**src/rtl/rv32_mem_pkg.sv**
```systemverilog
`default_nettype none
// ============================================================================
// Module      : rv32_mem_pkg
// Description : Store-control encodings, RMW state encoding and the store
//               misalignment predicate shared by the data-memory path.
// Revision    : 1.0 - initial release
// ============================================================================
package rv32_mem_pkg;

  localparam logic [1:0] c_STORE_SB = 2'b00;
  localparam logic [1:0] c_STORE_SH = 2'b01;
  localparam logic [1:0] c_STORE_SW = 2'b10;

  localparam logic [0:0] c_STATE_IDLE  = 1'b0;
  localparam logic [0:0] c_STATE_MERGE = 1'b1;

  // The reserved encoding is rejected the same way as a misaligned access.
  function automatic logic isMisaligned(input logic [1:0] storeCtrl,
                                        input logic [1:0] byteOff);
    case (storeCtrl)
      c_STORE_SB: isMisaligned = 1'b0;
      c_STORE_SH: isMisaligned = byteOff[0];
      c_STORE_SW: isMisaligned = |byteOff;
      default:    isMisaligned = 1'b1;
    endcase
  endfunction

endpackage
`default_nettype wire

```
**src/rtl/store_rmw_unit_if.sv**
```systemverilog
`default_nettype none
// ============================================================================
// Module      : store_rmw_if
// Description : Pipeline store request and word-wide data RAM signals.
// Revision    : 1.0 - initial release
// ============================================================================
interface store_rmw_if #(
  parameter int ADDR_W = 30
);

  logic              MemWriteM;
  logic [1:0]        StoreControlM;
  logic [31:0]       ALUResultM;
  logic [31:0]       WriteDataM;
  logic              StallM;
  logic              ram_we;
  logic [ADDR_W-1:0] ram_addr;
  logic [31:0]       ram_din;
  logic [31:0]       ram_dout;
  logic              StoreMisalignW;
  logic [15:0]       rmw_count;

  modport master (
    output MemWriteM, StoreControlM, ALUResultM, WriteDataM, ram_dout,
    input  StallM, ram_we, ram_addr, ram_din, StoreMisalignW, rmw_count
  );

  modport slave (
    input  MemWriteM, StoreControlM, ALUResultM, WriteDataM, ram_dout,
    output StallM, ram_we, ram_addr, ram_din, StoreMisalignW, rmw_count
  );

endinterface
`default_nettype wire

```
**src/rtl/store_rmw_unit_merge.sv**
```systemverilog
`default_nettype none
// ============================================================================
// Module      : store_merge
// Description : Combinational byte-lane merge of store data into a RAM word.
// Revision    : 1.0 - initial release
// ============================================================================
module store_merge
  import rv32_mem_pkg::*;
(
  input  logic [31:0] i_oldWord,
  input  logic [31:0] i_data,
  input  logic [1:0]  i_offset,
  input  logic [1:0]  i_size,
  output logic [31:0] o_merged
);

  always_comb begin
    o_merged = i_oldWord;
    case (i_size)
      c_STORE_SB: begin
        case (i_offset)
          2'd0:    o_merged[7:0]   = i_data[7:0];
          2'd1:    o_merged[15:8]  = i_data[7:0];
          2'd2:    o_merged[23:16] = i_data[7:0];
          default: o_merged[31:24] = i_data[7:0];
        endcase
      end
      c_STORE_SH: begin
        if (i_offset[1]) o_merged[31:16] = i_data[15:0];
        else             o_merged[15:0]  = i_data[15:0];
      end
      c_STORE_SW: o_merged = i_data;
      default:    o_merged = i_oldWord;
    endcase
  end

endmodule
`default_nettype wire

```
**src/rtl/store_rmw_unit.sv**
```systemverilog
`default_nettype none
// ============================================================================
// Module      : store_rmw_unit
// Description : M-stage store controller: SW pass-through, SB/SH via one-stall
//               read-modify-write, misaligned stores suppressed and flagged.
// Revision    : 1.0 - initial release
// ============================================================================
module store_rmw_unit
  import rv32_mem_pkg::*;
#(
  parameter int ADDR_W = 30
) (
  input  logic         CLK,
  input  logic         RST,
  store_rmw_if.slave   bus
);

  logic [0:0]        r_state;
  logic [1:0]        r_offset;
  logic [1:0]        r_size;
  logic [ADDR_W-1:0] r_wordAddr;
  logic [31:0]       r_data;
  logic              r_misalign;
  logic [15:0]       r_rmwCount;

  logic [ADDR_W-1:0] w_reqAddr;
  logic [1:0]        w_byteOff;
  logic              w_misalign;
  logic              w_isSw;
  logic              w_isRmw;
  logic [31:0]       w_merged;

  assign w_reqAddr  = bus.ALUResultM[ADDR_W+1:2];
  assign w_byteOff  = bus.ALUResultM[1:0];
  assign w_misalign = bus.MemWriteM && isMisaligned(bus.StoreControlM, w_byteOff);
  assign w_isSw     = bus.MemWriteM && !w_misalign && (bus.StoreControlM == c_STORE_SW);
  assign w_isRmw    = bus.MemWriteM && !w_misalign &&
                      ((bus.StoreControlM == c_STORE_SB) || (bus.StoreControlM == c_STORE_SH));

  store_merge u_merge (
    .i_oldWord (bus.ram_dout),
    .i_data    (r_data),
    .i_offset  (r_offset),
    .i_size    (r_size),
    .o_merged  (w_merged)
  );

  // Reset gates the write strobe so an RMW caught mid-flight never lands.
  always_comb begin
    bus.ram_we   = 1'b0;
    bus.StallM   = 1'b0;
    bus.ram_addr = w_reqAddr;
    bus.ram_din  = bus.WriteDataM;
    if (r_state == c_STATE_MERGE) begin
      bus.ram_addr = r_wordAddr;
      bus.ram_din  = w_merged;
      bus.ram_we   = !RST;
    end else if (!RST) begin
      bus.ram_we = w_isSw;
      bus.StallM = w_isRmw;
    end
  end

  always_ff @(posedge CLK) begin
    if (RST) begin
      r_state    <= c_STATE_IDLE;
      r_offset   <= '0;
      r_size     <= '0;
      r_wordAddr <= '0;
      r_data     <= '0;
      r_misalign <= 1'b0;
      r_rmwCount <= '0;
    end else begin
      case (r_state)
        c_STATE_IDLE: begin
          r_misalign <= w_misalign;
          if (w_isRmw) begin
            r_offset   <= w_byteOff;
            r_size     <= bus.StoreControlM;
            r_wordAddr <= w_reqAddr;
            r_data     <= bus.WriteDataM;
            r_state    <= c_STATE_MERGE;
          end
        end
        c_STATE_MERGE: begin
          r_misalign <= 1'b0;
          r_rmwCount <= r_rmwCount + 16'd1;
          r_state    <= c_STATE_IDLE;
        end
        default: r_state <= c_STATE_IDLE;
      endcase
    end
  end

  assign bus.StoreMisalignW = r_misalign;
  assign bus.rmw_count      = r_rmwCount;

endmodule
`default_nettype wire

```
**src/flat_wrapper.sv**
```systemverilog
// flat-port wrapper written by rule: the top's interface ports become plain ports
module store_rmw_unit_flat import rv32_mem_pkg::*;
#(
  parameter int ADDR_W = 30
)
  (CLK, RST, bus_MemWriteM, bus_StoreControlM, bus_ALUResultM, bus_WriteDataM, bus_ram_dout, bus_StallM, bus_ram_we, bus_ram_addr, bus_ram_din, bus_StoreMisalignW, bus_rmw_count);
  store_rmw_if #(.ADDR_W(ADDR_W)) bus_i ();
  input  logic CLK;
  input  logic RST;
  input wire logic [$bits(bus_i.MemWriteM)-1:0] bus_MemWriteM;
  input wire logic [$bits(bus_i.StoreControlM)-1:0] bus_StoreControlM;
  input wire logic [$bits(bus_i.ALUResultM)-1:0] bus_ALUResultM;
  input wire logic [$bits(bus_i.WriteDataM)-1:0] bus_WriteDataM;
  input wire logic [$bits(bus_i.ram_dout)-1:0] bus_ram_dout;
  output wire logic [$bits(bus_i.StallM)-1:0] bus_StallM;
  output wire logic [$bits(bus_i.ram_we)-1:0] bus_ram_we;
  output wire logic [$bits(bus_i.ram_addr)-1:0] bus_ram_addr;
  output wire logic [$bits(bus_i.ram_din)-1:0] bus_ram_din;
  output wire logic [$bits(bus_i.StoreMisalignW)-1:0] bus_StoreMisalignW;
  output wire logic [$bits(bus_i.rmw_count)-1:0] bus_rmw_count;
  assign bus_i.MemWriteM = bus_MemWriteM;
  assign bus_i.StoreControlM = bus_StoreControlM;
  assign bus_i.ALUResultM = bus_ALUResultM;
  assign bus_i.WriteDataM = bus_WriteDataM;
  assign bus_i.ram_dout = bus_ram_dout;
  assign bus_StallM = bus_i.StallM;
  assign bus_ram_we = bus_i.ram_we;
  assign bus_ram_addr = bus_i.ram_addr;
  assign bus_ram_din = bus_i.ram_din;
  assign bus_StoreMisalignW = bus_i.StoreMisalignW;
  assign bus_rmw_count = bus_i.rmw_count;
  store_rmw_unit #(.ADDR_W(ADDR_W)) u_core (.CLK(CLK), .RST(RST), .bus(bus_i));
endmodule
```
**config.mk**
```make
export PLATFORM = sky130hd
export DESIGN_NAME = store_rmw_unit_flat
export DESIGN_NICKNAME = d
export VERILOG_FILES = /design/src/rtl/rv32_mem_pkg.sv /design/src/rtl/store_rmw_unit_if.sv /design/src/rtl/store_rmw_unit_merge.sv /design/src/rtl/store_rmw_unit.sv /design/src/flat_wrapper.sv
export SDC_FILE = /design/constraint.sdc
export NUM_CORES = 1
export LEC_CHECK = 0
export BUFFER_PORTS_ARGS = -buffer_cell sky130_fd_sc_hd__buf_2
export CORE_MARGIN = 2
export CORE_UTILIZATION = 25
export CTS_BUF_LIST = sky130_fd_sc_hd__clkbuf_4 sky130_fd_sc_hd__clkbuf_8 sky130_fd_sc_hd__clkbuf_16
export DETAILED_ROUTE_END_ITERATION = 8
export MAX_ROUTING_LAYER = met4
export PLACE_DENSITY = 0.43
export SLEW_MARGIN = 20
export SYNTH_ARGS = -nofsm -noshare
export SYNTH_HDL_FRONTEND = slang
export SYNTH_SLANG_ARGS = --single-unit
```
**constraint.sdc**
```tcl
create_clock -name CLK -period 2.2 [get_ports CLK]
set_input_delay 0.44 -clock CLK [delete_from_list [all_inputs] [get_ports CLK]]
set_output_delay 0.44 -clock CLK [all_outputs]
set_load 0.005 [all_outputs]
```
==> qor.json, run 1 <==
{
  "timing": {
    "skew_ns": 0.00448,
    "timing.final.hold_violations": 0,
    "final.setup.worst_slack_ns": -0.0281,
    "setup_repair_after_global_routing_missed_its_margin": "yes",
    "tightest_slew_ns": 0.662,
    "fmaxAchievable_mhz": 449,
    "maxSlewHeadroom_pct": 55.9,
    "final_period_minus_worst_setup_slack_ns": 2.23,
    "final_min_period_over_clock_period_pct": 101,
    "total_setup_violations_reported_at_the_end_of_the_flow": 3,
    "report.final.slew_viol_count": 0
  },
  "outcome": {
    "status": "complete, but fails checks",
    "failed_checks": "setup timing"
  },
  "global_route": {
    "antenna_found_initial": 1,
    "grt_overflow": 0,
    "grt_usage_pct": 18.3,
    "wire_length_of_the_first_global_routing_pass_um": 28900,
    "first_global_vias": 5214,
    "grt_start_max_net_pins": 67
  },
  "finish": {
    "area_growth_pct": 33.5,
    "finish.net_count": 886,
    "finalNonFillerCells": 1054,
    "layout_common_cells": "buf_2, dfxtp_1, nand3_1",
    "final_common_cell": "buf_2",
    "final_area_sq_um": 6630,
    "postLayoutCoreUtil_pct": 34.0,
    "post_route_cells_drive_above_1_share_pct": 37.4
  },
  "worst_setup_path": {
    "cp_slowest_stage_delay_ns": 0.48,
    "path_class": "reg2out",
    "worst_path_dominant_cell_family": "simple AND/OR/NAND/NOR gates",
    "critPathMaxFanout": 21,
    "crit_path_start_kind": "flop",
    "arrival_time_worst_endpoint_ns": 1.79,
    "crit_chain": "buf_12 -> or4bb_1 -> o211ai_1 -> a221o_1 -> buf_2",
    "worstSetupEndpointType": "output port",
    "critical-path-slowest-cell": "or4bb_1",
    "cp.buffers_inverters": 2,
    "timing.critical_path.required_ns": 1.76
  },
  "pwr": {
    "comb_power_share_pct": 16.9,
    "leakagePower_nw": 2.53,
    "powerDensity_nw_per_um2": 568,
    "power.net_switching_w": 0.00103,
    "internal_power_consumption_w": 0.00273,
    "seq_power_share_pct": 43.2,
    "clockPowerShare_pct": 39.9,
    "max-vdd-ir-drop_v": 0.000360,
    "power.switching_fraction_pct": 27.4
  },
  "die": {
    "floorplan.die.height_um": 145,
    "initial_utilization_pct": 25.5,
    "die_width_um": 145,
    "rows": 51,
    "die_area_sq_um": 21000,
    "ioPinCount": 182,
    "core_area_sq_um": 19500
  },
  "clock_network": {
    "clock-sinks": 84,
    "cts-root-buf": "clkbuf_16",
    "insertion_delay_ns": 0.34,
    "clock_path_buffers": 2,
    "postCtsHoldBufs": 0,
    "deepest_level_of_the_cts_h_tree": 3,
    "clk_pin_slew_ns": 0.06,
    "tritoncts_clock_tree": "done",
    "cts_buffers": 9
  },
  "detailed_routing": {
    "drc": 0,
    "detail-route-antenna-nets": 0,
    "dr_total_vias": 5501,
    "via_per_inst": 5.22,
    "routed_wl_um": 18900,
    "initialDrtViolationCount": 336,
    "drt_first_pass_iters": 5,
    "drt-wirelength-per-cell_um": 18.0
  },
  "synth": {
    "edff_count_synth": 0,
    "synthCells": 627,
    "post_synth_xor_area_fraction_pct": 0.706,
    "synth.yosys.seq_area_share_pct": 33.9,
    "synth.ff_latch_count": 84,
    "synth.area.mux_share_pct": 8.60,
    "yosys_warnings": 0,
    "post_synthesis_share_of_cell_area_spent_on_full_adders_half_adders_and_majority_gates_pct": 0.252,
    "mappedNetlistNets": 729,
    "synth_compound_gate_area_share_pct": 27.2,
    "synthSimpleGateAreaFrac_pct": 22.5,
    "synthesis.area_per_instance_sq_um": 7.91,
    "netlist-cell-type-count": 49,
    "synthesis.area_sq_um": 4960,
    "postSynth.topFlopCell": "dfxtp_1",
    "combinational_family_with_the_most_area_after_synthesis": "compound AO/OA/AOI/OAI gates",
    "async_reset_ff_share_pct": 0
  },
  "placed_design": {
    "post-place-cells": 1031,
    "place.gp.congestion": 0.864,
    "port_buffers": 181,
    "dpl.hpwl_um": 13300,
    "placed_inst_area_sq_um": 6140
  },
  "job": {
    "drv.max_cap_violation_count": 0
  },
  "hold_path": {
    "hold_class": "in2reg"
  }
}
flip-flops by register name, indices dropped and copies added, names as in the netlist:
name,flops
u_core.bus.rmw_count,16
u_core.r_data,32
u_core.r_state,1
u_core.r_wordAddr,30
u_core.r_offset,2
u_core.bus.StoreMisalignW,1
u_core.r_size,2
power groups by stage:
stage | registers (W) | logic [W] | clock network (W)
floorplan | 0.00163 | 0.000337 | 0
global placement | 0.00165 | 0.000614 | 0
detailed placement | 0.00166 | 0.000622 | 0
CTS | 0.00162 | 0.000631 | 0.00156
global route | 0.00163 | 0.000706 | 0.00163
finish | 0.00162 | 0.000636 | 0.00150
final cells by class:
class,instances,area (sq um)
sequential,84,1700
clock inverter,3,20.0
antenna,1,2.50
inverter,12,48.8
multi-input combinational,463,3030
tap,265,332
timing repair inverter,1,5.00
timing repair buffer,213,1220
clock buffer,12,272
fill,2079,12800
stage by stage:
stage	hold slack, ns	worst slack (ns)	power [W]	TNS (ns)
2_1_floorplan	0.450	0.394	0.00197	0
3_3_place_gp	0.459	0.0588	0.00227	0
3_5_place_dp	0.468	0.0710	0.00228	0
4_1_cts	0.341	-0.0208	0.00381	-0.0968
5_1_grt	0.354	-0.102	0.00397	-1.40
6_report	0.356	-0.0281	0.00376	-0.0527
what timing repair did:
| item | in CTS | in global routing |
|---|---|---|
| hold endpoints to repair | 0 | 0 |
| gates cloned | 0 | 1 |
| gates resized for setup | 28 | 8 |
| pin swaps | 6 | 6 |
| setup endpoints to repair | 32 | 32 |
| buffers inserted | 0 | 6 |
logic make-up after synthesis:
logic type	count (synthesis)
AND/OR/NAND/NOR	200
XOR/XNOR	4
adder cells (fa/ha/maj)	1
flip-flops	84
multiplexers	37
AO/OA/AOI/OAI	221
buffers and inverters	80
worst reg2reg max path: stages, from the launching register on:
cell and delay, ns:
dfxtp_4 0.52, buf_4 0.23, nand4_4 0.17, nor4_1 0.43, mux2_2 0.37
layer usage:
metal,global-route usage (%),wire length (um)
met1,22.8,8470
met2,29.4,8860
met3,3.88,1240
met4,6.08,380
met5,-,0
final timing paths:
path,from,endpoint,slack [ns],depth (start not counted)
setup / recovery,u_core.r_size[1],bus_ram_din[13],-0.03,5
hold / removal,bus_ALUResultM[24],u_core.r_wordAddr[22],0.36,3
setup reg to reg,u_core.r_state,u_core.bus.rmw_count[15],0.37,4
hold reg to reg,u_core.r_wordAddr[24],u_core.r_wordAddr[24],0.47,2
Yosys cell counts (12+ instances only):
| cell type | number | area (sq um) |
|---|---|---|
| mux2_2 | 35 | 394 |
| a31oi_1 | 16 | 100 |
| inv_1 | 12 | 45.0 |
| a21oi_1 | 73 | 365 |
| nor2b_1 | 15 | 93.8 |
| o21ai_0 | 64 | 320 |
| buf_2 | 17 | 85.1 |
| nand3_1 | 77 | 385 |
| clkbuf_1 | 41 | 154 |
| nand2_1 | 23 | 86.3 |
| o211ai_1 | 24 | 180 |
| dfxtp_1 | 84 | 1680 |
| nor2_1 | 29 | 109 |
No activity file was read; power rests on OpenSTA's default activity.
==> run 2, diff against run 1 <==
Settings changed: PLACE_DENSITY 0.43 to 0.45.
Clock period 2.2 ns to 1.9 ns, I/O delays scaled along.
==> run 2 against run 1 <==
  * The flow still finishes with violations (setup timing)
  * Clock skew is 0.0025 ns higher
  * Critical path depth is 2 higher
  * Die area stayed put
  * Clock power is 29% higher
  * Register-to-register slack worse by 0.29 ns
  * Flip-flop and latch count stayed put
  * Sequential power is 16% higher
  * Highest routed layer unchanged
==> qor.json, run 2 (synthesis results as in run 1) <==
{
  "timing": {
    "timing.final.hold_violations": {"value": 0, "change": "unchanged"},
    "setup_repair_after_global_routing_missed_its_margin": {"value": "yes", "change": "unchanged"},
    "final.setup.worst_slack": {"value": -0.253, "unit": "ns", "change": "was -0.0281 ns"},
    "final_period_minus_worst_setup_slack_ns": 2.15,
    "total_neg_setup_slack": {"value": -6.93, "unit": "ns", "change": "was -0.0527 ns"},
    "final_min_period_over_clock_period_pct": 113,
    "report.final.slew_viol_count": {"value": 0, "change": "unchanged"},
    "skew": {"value": 0.00699, "unit": "ns", "change": "was 0.00448 ns"},
    "tightest_slew": {"value": 0.500, "unit": "ns", "change": "was 0.662 ns"},
    "fmaxAchievable_mhz": 464,
    "maxSlewHeadroom": {"value": 66.7, "unit": "%", "change": "was 55.9%"},
    "total_setup_violations_reported_at_the_end_of_the_flow": {"value": 32, "change": "was 3"}
  },
  "finish": {
    "layout_common_cells": {"value": "buf_2, dfxtp_1, a21oi_1", "change": "was buf_2, dfxtp_1, nand3_1"},
    "finish.net_count": {"value": 908, "change": "was 886"},
    "post_route_cells_drive_above_1_share": {"value": 42.8, "unit": "%", "change": "was 37.4%"},
    "area_growth": {"value": 48.7, "unit": "%", "change": "was 33.5%"},
    "max_flop_register": {"value": "u_core.r_data", "change": "unchanged"},
    "final_common_cell": {"value": "buf_2", "change": "unchanged"},
    "number_of_flip_flops_in_the_largest_register": {"value": 32, "change": "unchanged"},
    "postLayoutCoreUtil": {"value": 37.9, "unit": "%", "change": "was 34.0%"}
  },
  "detailed_routing": {
    "routed_wl": {"value": 19500, "unit": "um", "change": "was 18900 um"},
    "drt-wirelength-per-cell": {"value": 18.1, "unit": "um", "change": "was 18.0 um"},
    "detail-route-antenna-nets": {"value": 0, "change": "unchanged"},
    "drc": {"value": 0, "change": "unchanged"},
    "dr_total_vias": {"value": 5546, "change": "was 5501"},
    "drt_first_pass_iters": {"value": 4, "change": "was 5"},
    "initialDrtViolationCount": {"value": 278, "change": "was 336"},
    "via_per_inst": {"value": 5.15, "change": "was 5.22"}
  },
  "global_route": {
    "wire_length_of_the_first_global_routing_pass": {"value": 28300, "unit": "um", "change": "was 28900 um"},
    "antenna_found_initial": {"value": 1, "change": "unchanged"},
    "grt_overflow": {"value": 0, "change": "unchanged"},
    "grt_usage": {"value": 17.9, "unit": "%", "change": "was 18.3%"},
    "first_global_vias": {"value": 5008, "change": "was 5214"},
    "grt_start_max_net_pins": {"value": 67, "change": "unchanged"}
  },
  "clock_network": {
    "tritoncts_clock_tree": {"value": "done", "change": "unchanged"},
    "cts_buffers": {"value": 9, "change": "unchanged"},
    "clk_pin_slew": {"value": 0.07, "unit": "ns", "change": "was 0.06 ns"},
    "insertion_delay": {"value": 0.34, "unit": "ns", "change": "about the same"},
    "cts-root-buf": {"value": "clkbuf_16", "change": "unchanged"},
    "clock_path_buffers": {"value": 2, "change": "unchanged"},
    "deepest_level_of_the_cts_h_tree": {"value": 3, "change": "unchanged"},
    "clock-sinks": {"value": 84, "change": "unchanged"},
    "postCtsHoldBufs": {"value": 0, "change": "unchanged"}
  },
  "pwr": {
    "power": {"value": 0.00469, "unit": "W", "change": "was 0.00376 W"},
    "powerDensity": {"value": 636, "unit": "nW/um^2", "change": "was 568 nW/um^2"},
    "max-vdd-ir-drop": {"value": 0.000444, "unit": "V", "change": "was 0.000360 V"},
    "leakagePower": {"value": 2.87, "unit": "nW", "change": "was 2.53 nW"}
  },
  "job": {
    "drv.max_cap_violation_count": {"value": 0, "change": "unchanged"}
  },
  "worst_setup_path": {
    "arrival_time_worst_endpoint": {"value": 1.77, "unit": "ns", "change": "was 1.79 ns"},
    "r2r-start": {"value": "u_core.r_state", "change": "unchanged"},
    "path_class": {"value": "reg2out", "change": "unchanged"},
    "crit_path_start": {"value": "u_core.r_size[1]", "change": "unchanged"},
    "worst_path_most_repeated_cell": "buf_6",
    "worstSetupEndpointType": {"value": "output port", "change": "unchanged"},
    "crit_path_start_kind": {"value": "flop", "change": "unchanged"},
    "timing.critical_path.required": {"value": 1.52, "unit": "ns", "change": "was 1.76 ns"},
    "crit_chain": {"value": "buf_6 -> buf_6 -> mux2i_4 -> buf_6 -> nand3_2 -> a31oi_1 -> buf_2", "change": "was buf_12 -> or4bb_1 -> o211ai_1 -> a221o_1 -> buf_2"},
    "critical-path-slowest-cell": {"value": "dfxtp_4", "change": "was or4bb_1"},
    "critPathMaxFanout": {"value": 7, "change": "was 21"},
    "cp_slowest_stage_delay": {"value": 0.39, "unit": "ns", "change": "was 0.48 ns"}
  },
  "die": {
    "floorplan.die.height": {"value": 145, "unit": "um", "change": "unchanged"},
    "rows": {"value": 51, "change": "unchanged"},
    "core_area": {"value": 19500, "unit": "sq um", "change": "unchanged"},
    "die_area": {"value": 21000, "unit": "sq um", "change": "unchanged"},
    "die_width": {"value": 145, "unit": "um", "change": "unchanged"},
    "ioPinCount": {"value": 182, "change": "unchanged"},
    "initial_utilization": {"value": 25.5, "unit": "%", "change": "unchanged"}
  },
  "hold_path": {
    "hold_class": {"value": "in2reg", "change": "unchanged"},
    "hold_path.startpoint": {"value": "bus_ALUResultM[24]", "change": "unchanged"}
  },
  "placed_design": {
    "place.gp.congestion": {"value": 0.816, "change": "was 0.864"},
    "port_buffers": {"value": 181, "change": "unchanged"},
    "dpl.hpwl": {"value": 12700, "unit": "um", "change": "was 13300 um"}
  },
  "outcome": {
    "failed_checks": {"value": "setup timing", "change": "unchanged"},
    "status": {"value": "complete, but fails checks", "change": "unchanged"}
  }
}
-- run 2: worst max-delay path: cells and delay by family, from the launching register on --
family | cells | cell delay (ns)
buffers and inverters | 4 | 0.53
AOI/OAI and AO/OA | 1 | 0.19
and+or+nand+nor | 1 | 0.07
DFF | 1 | 0.39
muxes | 1 | 0.24
-- run 2: layout make-up --
type                            count  area (sq um)
Fill cell                        2073         12100
Multi-Input combinational cell    463          3320
Sequential cell                    84          1700
Timing Repair Buffer              236          1660
Tap cell                          265           332
Clock buffer                       13           279
Inverter                           12          48.8
Clock inverter                      3          42.5
Antenna cell                        1          2.50
-- run 2: final timing paths --
kind	cells after the start	slack [ns]	end
min	3	0.29	u_core.r_wordAddr[22]
max	7	-0.25	bus_ram_din[3]
min reg2reg	2	0.48	u_core.r_wordAddr[28]
max reg2reg	6	0.08	u_core.bus.rmw_count[13]
-- run 2: where the power goes --
| part | switching (W) | internal, W |
|---|---|---|
| Combinational | 0.000447 | 0.000437 |
| Clock | 0.000762 | 0.00116 |
| Sequential | 0.0000617 | 0.00182 |
-- run 2: timing repair --
item                                   in CTS  in global routing
resized for setup                          28                 95
gates cloned                                1                  4
setup buffers                               6                  8
setup endpoints to repair                  35                 57
pin swaps                                   8                 26
endpoints found under the hold margin       0                  0
-- run 2: per-stage QoR --
| stage | hold WS [ns] | worst slack (ns) | area, sq um | std cells |
|---|---|---|---|---|
| 3_5_place_dp | 0.467 | -0.0662 | 6270 | 1042 |
| 2_1_floorplan | 0.450 | 0.154 | 4960 | 627 |
| 4_1_cts | 0.278 | -0.247 | 6770 | 1065 |
| 6_report | 0.290 | -0.253 | 7380 | 1077 |
| 5_1_grt | 0.282 | -0.346 | 7380 | 1077 |
| 3_3_place_gp | 0.461 | -0.0966 | 6270 | 1042 |
-- run 2: layer usage --
| metal | routed length, um | global-route usage [%] | up-vias |
|---|---|---|---|
| li1 | - | - | 2701 |
| met4 | 375 | 5.52 | 0 |
| met3 | 1340 | 3.85 | 21 |
| met5 | 0 | - | - |
| met1 | 8810 | 23.9 | 2636 |
| met2 | 8990 | 27.1 | 188 |
==> run 3, diff against run 2 <==
Settings changed: MAX_ROUTING_LAYER met4 to default.
==> run 3 against run 2 <==
  * The flow still finishes with violations (setup timing)
  * Flip-flop and latch count is the same
  * Via count shrank 1.4%
  * Wire length shrank 0.23%
  * Die area is the same
  * Combinational power is essentially flat
  * Critical path depth is the same
  * Power is essentially flat
  * Clock power is essentially flat
  * Sequential share of layout area is essentially flat
  * Final area grew 0.17%
  * Global-route usage shrank 0.51 points
  * Critical endpoint unchanged
  * Largest cell class unchanged
  * Highest routed layer is now met5
==> qor.json, run 3 (synthesis results as in run 1) <==
{
  "outcome": {
    "status": {"value": "complete, but fails checks", "change": "unchanged"},
    "failed_checks": {"value": "setup timing", "change": "unchanged"}
  },
  "die": {
    "die_width": {"value": 145, "unit": "um", "change": "unchanged"},
    "initial_utilization": {"value": 25.5, "unit": "%", "change": "unchanged"},
    "floorplan.die.height": {"value": 145, "unit": "um", "change": "unchanged"},
    "ioPinCount": {"value": 182, "change": "unchanged"},
    "core_area": {"value": 19500, "unit": "sq um", "change": "unchanged"},
    "die_area": {"value": 21000, "unit": "sq um", "change": "unchanged"},
    "rows": {"value": 51, "change": "unchanged"}
  },
  "detailed_routing": {
    "top_layer_used_by_detailed_routing": {"value": "met5", "change": "was met4"},
    "drt_first_pass_iters": {"value": 4, "change": "unchanged"},
    "dr_total_vias": {"value": 5468, "change": "was 5546"},
    "drt-wirelength-per-cell": {"value": 18.1, "unit": "um", "change": "about the same"},
    "wl_met3": {"value": 1350, "unit": "um", "change": "was 1340 um"},
    "met1_length": {"value": 8720, "unit": "um", "change": "was 8810 um"},
    "initialDrtViolationCount": {"value": 267, "change": "was 278"},
    "detail-route-antenna-nets": {"value": 0, "change": "unchanged"},
    "route.met2.wl": {"value": 9080, "unit": "um", "change": "was 8990 um"},
    "drc": {"value": 0, "change": "unchanged"},
    "routed_wl": {"value": 19500, "unit": "um", "change": "about the same"},
    "via_per_inst": {"value": 5.08, "change": "was 5.15"}
  },
  "timing": {
    "final_min_period_over_clock_period": {"value": 113, "unit": "%", "change": "about the same"},
    "setup_repair_after_global_routing_missed_its_margin": {"value": "yes", "change": "unchanged"},
    "tightest_slew": {"value": 0.500, "unit": "ns", "change": "about the same"},
    "maxSlewHeadroom": {"value": 66.7, "unit": "%", "change": "about the same"},
    "timing.final.hold_violations": {"value": 0, "change": "unchanged"},
    "report.final.slew_viol_count": {"value": 0, "change": "unchanged"},
    "fin_worst_hold_slack": {"value": 0.290, "unit": "ns", "change": "about the same"},
    "total_setup_violations_reported_at_the_end_of_the_flow": {"value": 32, "change": "unchanged"},
    "skew": {"value": 0.00722, "unit": "ns", "change": "was 0.00699 ns"},
    "final_period_minus_worst_setup_slack": {"value": 2.16, "unit": "ns", "change": "was 2.15 ns"},
    "final.setup.worst_slack": {"value": -0.256, "unit": "ns", "change": "was -0.253 ns"},
    "fmaxAchievable": {"value": 464, "unit": "MHz", "change": "about the same"}
  },
  "pwr": {
    "clockPowerShare": {"value": 41.1, "unit": "%", "change": "about the same"},
    "seq_power_share": {"value": 40.1, "unit": "%", "change": "about the same"},
    "internal_power_consumption": {"value": 0.00342, "unit": "W", "change": "about the same"},
    "power.net_switching": {"value": 0.00127, "unit": "W", "change": "about the same"},
    "power": {"value": 0.00469, "unit": "W", "change": "about the same"},
    "comb_power_share": {"value": 18.8, "unit": "%", "change": "about the same"},
    "leakagePower": {"value": 2.87, "unit": "nW", "change": "about the same"},
    "powerDensity": {"value": 634, "unit": "nW/um^2", "change": "was 636 nW/um^2"},
    "max-vdd-ir-drop": {"value": 0.000444, "unit": "V", "change": "about the same"},
    "power.switching_fraction": {"value": 27.1, "unit": "%", "change": "about the same"}
  },
  "finish": {
    "finalNonFillerCells": {"value": 1077, "change": "unchanged"},
    "area_growth": {"value": 49.0, "unit": "%", "change": "was 48.7%"},
    "multi_input_area": {"value": 3310, "unit": "sq um", "change": "was 3320 sq um"},
    "number_of_flip_flops_in_the_largest_register": {"value": 32, "change": "unchanged"},
    "sequential_cell_area": {"value": 1700, "unit": "sq um", "change": "unchanged"},
    "antenna_cells": {"value": 0, "change": "was 1"},
    "max_flop_register": {"value": "u_core.r_data", "change": "unchanged"},
    "post_route_cells_drive_above_1_share": {"value": 42.6, "unit": "%", "change": "was 42.8%"},
    "final_common_cell": {"value": "buf_2", "change": "unchanged"},
    "layout_common_cells": {"value": "buf_2, dfxtp_1, a21oi_1", "change": "unchanged"},
    "num-fill-cells": {"value": 2070, "change": "was 2073"},
    "finish.net_count": {"value": 909, "change": "was 908"},
    "postLayoutCoreUtil": {"value": 38.0, "unit": "%", "change": "was 37.9%"}
  },
  "clock_network": {
    "clk_pin_slew": {"value": 0.07, "unit": "ns", "change": "about the same"},
    "cts-root-buf": {"value": "clkbuf_16", "change": "unchanged"},
    "clock-sinks": {"value": 84, "change": "unchanged"},
    "deepest_level_of_the_cts_h_tree": {"value": 3, "change": "unchanged"},
    "cts_buffers": {"value": 9, "change": "unchanged"},
    "tritoncts_clock_tree": {"value": "done", "change": "unchanged"},
    "insertion_delay": {"value": 0.34, "unit": "ns", "change": "about the same"},
    "clock_path_buffers": {"value": 2, "change": "unchanged"}
  },
  "global_route": {
    "grt_usage": {"value": 17.4, "unit": "%", "change": "was 17.9%"},
    "grt_start_max_net_pins": {"value": 67, "change": "unchanged"},
    "grt_overflow": {"value": 0, "change": "unchanged"},
    "antenna_found_initial": {"value": 1, "change": "unchanged"},
    "wire_length_of_the_first_global_routing_pass": {"value": 28300, "unit": "um", "change": "about the same"},
    "first_global_vias": {"value": 4989, "change": "was 5008"}
  },
  "worst_setup_path": {
    "worstSetupEndpointType": {"value": "output port", "change": "unchanged"},
    "critical-path-slowest-cell": {"value": "dfxtp_4", "change": "unchanged"},
    "worst_path_most_repeated_cell": {"value": "buf_6", "change": "unchanged"},
    "path_class": {"value": "reg2out", "change": "unchanged"},
    "crit_chain": {"value": "buf_6 -> buf_6 -> mux2i_4 -> buf_6 -> nand3_2 -> a31oi_1 -> buf_2", "change": "unchanged"},
    "worst_path_dominant_cell_family": {"value": "buffers and inverters", "change": "unchanged"},
    "critPathMaxFanout": {"value": 7, "change": "unchanged"},
    "cp.buffers_inverters": {"value": 4, "change": "unchanged"},
    "arrival_time_worst_endpoint": {"value": 1.78, "unit": "ns", "change": "was 1.77 ns"},
    "timing.critical_path.required": {"value": 1.52, "unit": "ns", "change": "about the same"},
    "crit_path_start_kind": {"value": "flop", "change": "unchanged"},
    "cp_slowest_stage_delay": {"value": 0.39, "unit": "ns", "change": "about the same"}
  },
  "hold_path": {
    "hold_class": {"value": "in2reg", "change": "unchanged"}
  },
  "placed_design": {
    "post-place-cells": {"value": 1042, "change": "unchanged"},
    "place.gp.congestion": {"value": 0.804, "change": "was 0.816"},
    "port_buffers": {"value": 181, "change": "unchanged"},
    "dpl.hpwl": {"value": 12700, "unit": "um", "change": "unchanged"}
  },
  "job": {
    "drv.max_cap_violation_count": {"value": 0, "change": "unchanged"}
  }
}
run 3: changes by cell type in the layout (fill, tap and decap cells not counted), sizes merged:
cell and delta:
buf +1, diode -1
run 3: worst reg2reg max path: cells and delay by family (launching register included):
| kind | cells | cell delay (ns) |
|---|---|---|
| buffers and inverters | 3 | 0.41 |
| flip-flops | 1 | 0.42 |
| AND/OR/NAND/NOR | 2 | 0.51 |
| multiplexers | 1 | 0.36 |
run 3: final timing paths:
check | startpoint | end | slack [ns] | depth (start not counted)
worst min-delay path | bus_ALUResultM[24] | u_core.r_wordAddr[22] | 0.29 | 3
worst max register to register | u_core.r_state | u_core.bus.rmw_count[13] | 0.09 | 6
worst max-delay path | u_core.r_size[1] | bus_ram_din[3] | -0.26 | 7
worst min register to register | u_core.r_wordAddr[28] | u_core.r_wordAddr[28] | 0.48 | 2
run 3: cell type report:
cell class,instances,area share (%)
flip-flops and latches,84,23.0
inverters,12,0.660
clock buffers,13,3.77
multi-input cells,463,44.8
clock inverters,3,0.575
repair buffers,237,22.7
well taps,265,4.49
run 3: power by group through the flow:
stage	Combinational [W]	Sequential, W	Clock (W)
floorplan	0.000390	0.00189	0
global placement	0.000747	0.00192	0
detailed placement	0.000746	0.00192	0
CTS	0.000779	0.00187	0.00197
global route	0.000965	0.00189	0.00205
finish	0.000883	0.00188	0.00193
run 3: routing by layer:
metal / up-vias / track usage (%)
met5: - / 0
met2: 179 / 27.0
met1: 2564 / 23.5
li1: 2703 / -
met3: 20 / 4.48
met4: 2 / 5.52
run 3: stage by stage:
step / setup TNS (ns) / instance area [sq um] / setup WS [ns]
after floorplan: 0 / 4960 / 0.154
after global placement: -0.675 / 6270 / -0.0966
after detailed placement: -0.371 / 6270 / -0.0662
after CTS: -6.55 / 6770 / -0.247
after global routing: -9.88 / 7390 / -0.348
final: -6.80 / 7390 / -0.256
run 3: repair_timing:
item | CTS | global route
pin swaps | 8 | 26
hold buffers | 0 | 0
gates cloned | 1 | 5
buffers inserted | 6 | 8
gates resized for setup | 28 | 96
setup endpoints to repair | 35 | 57
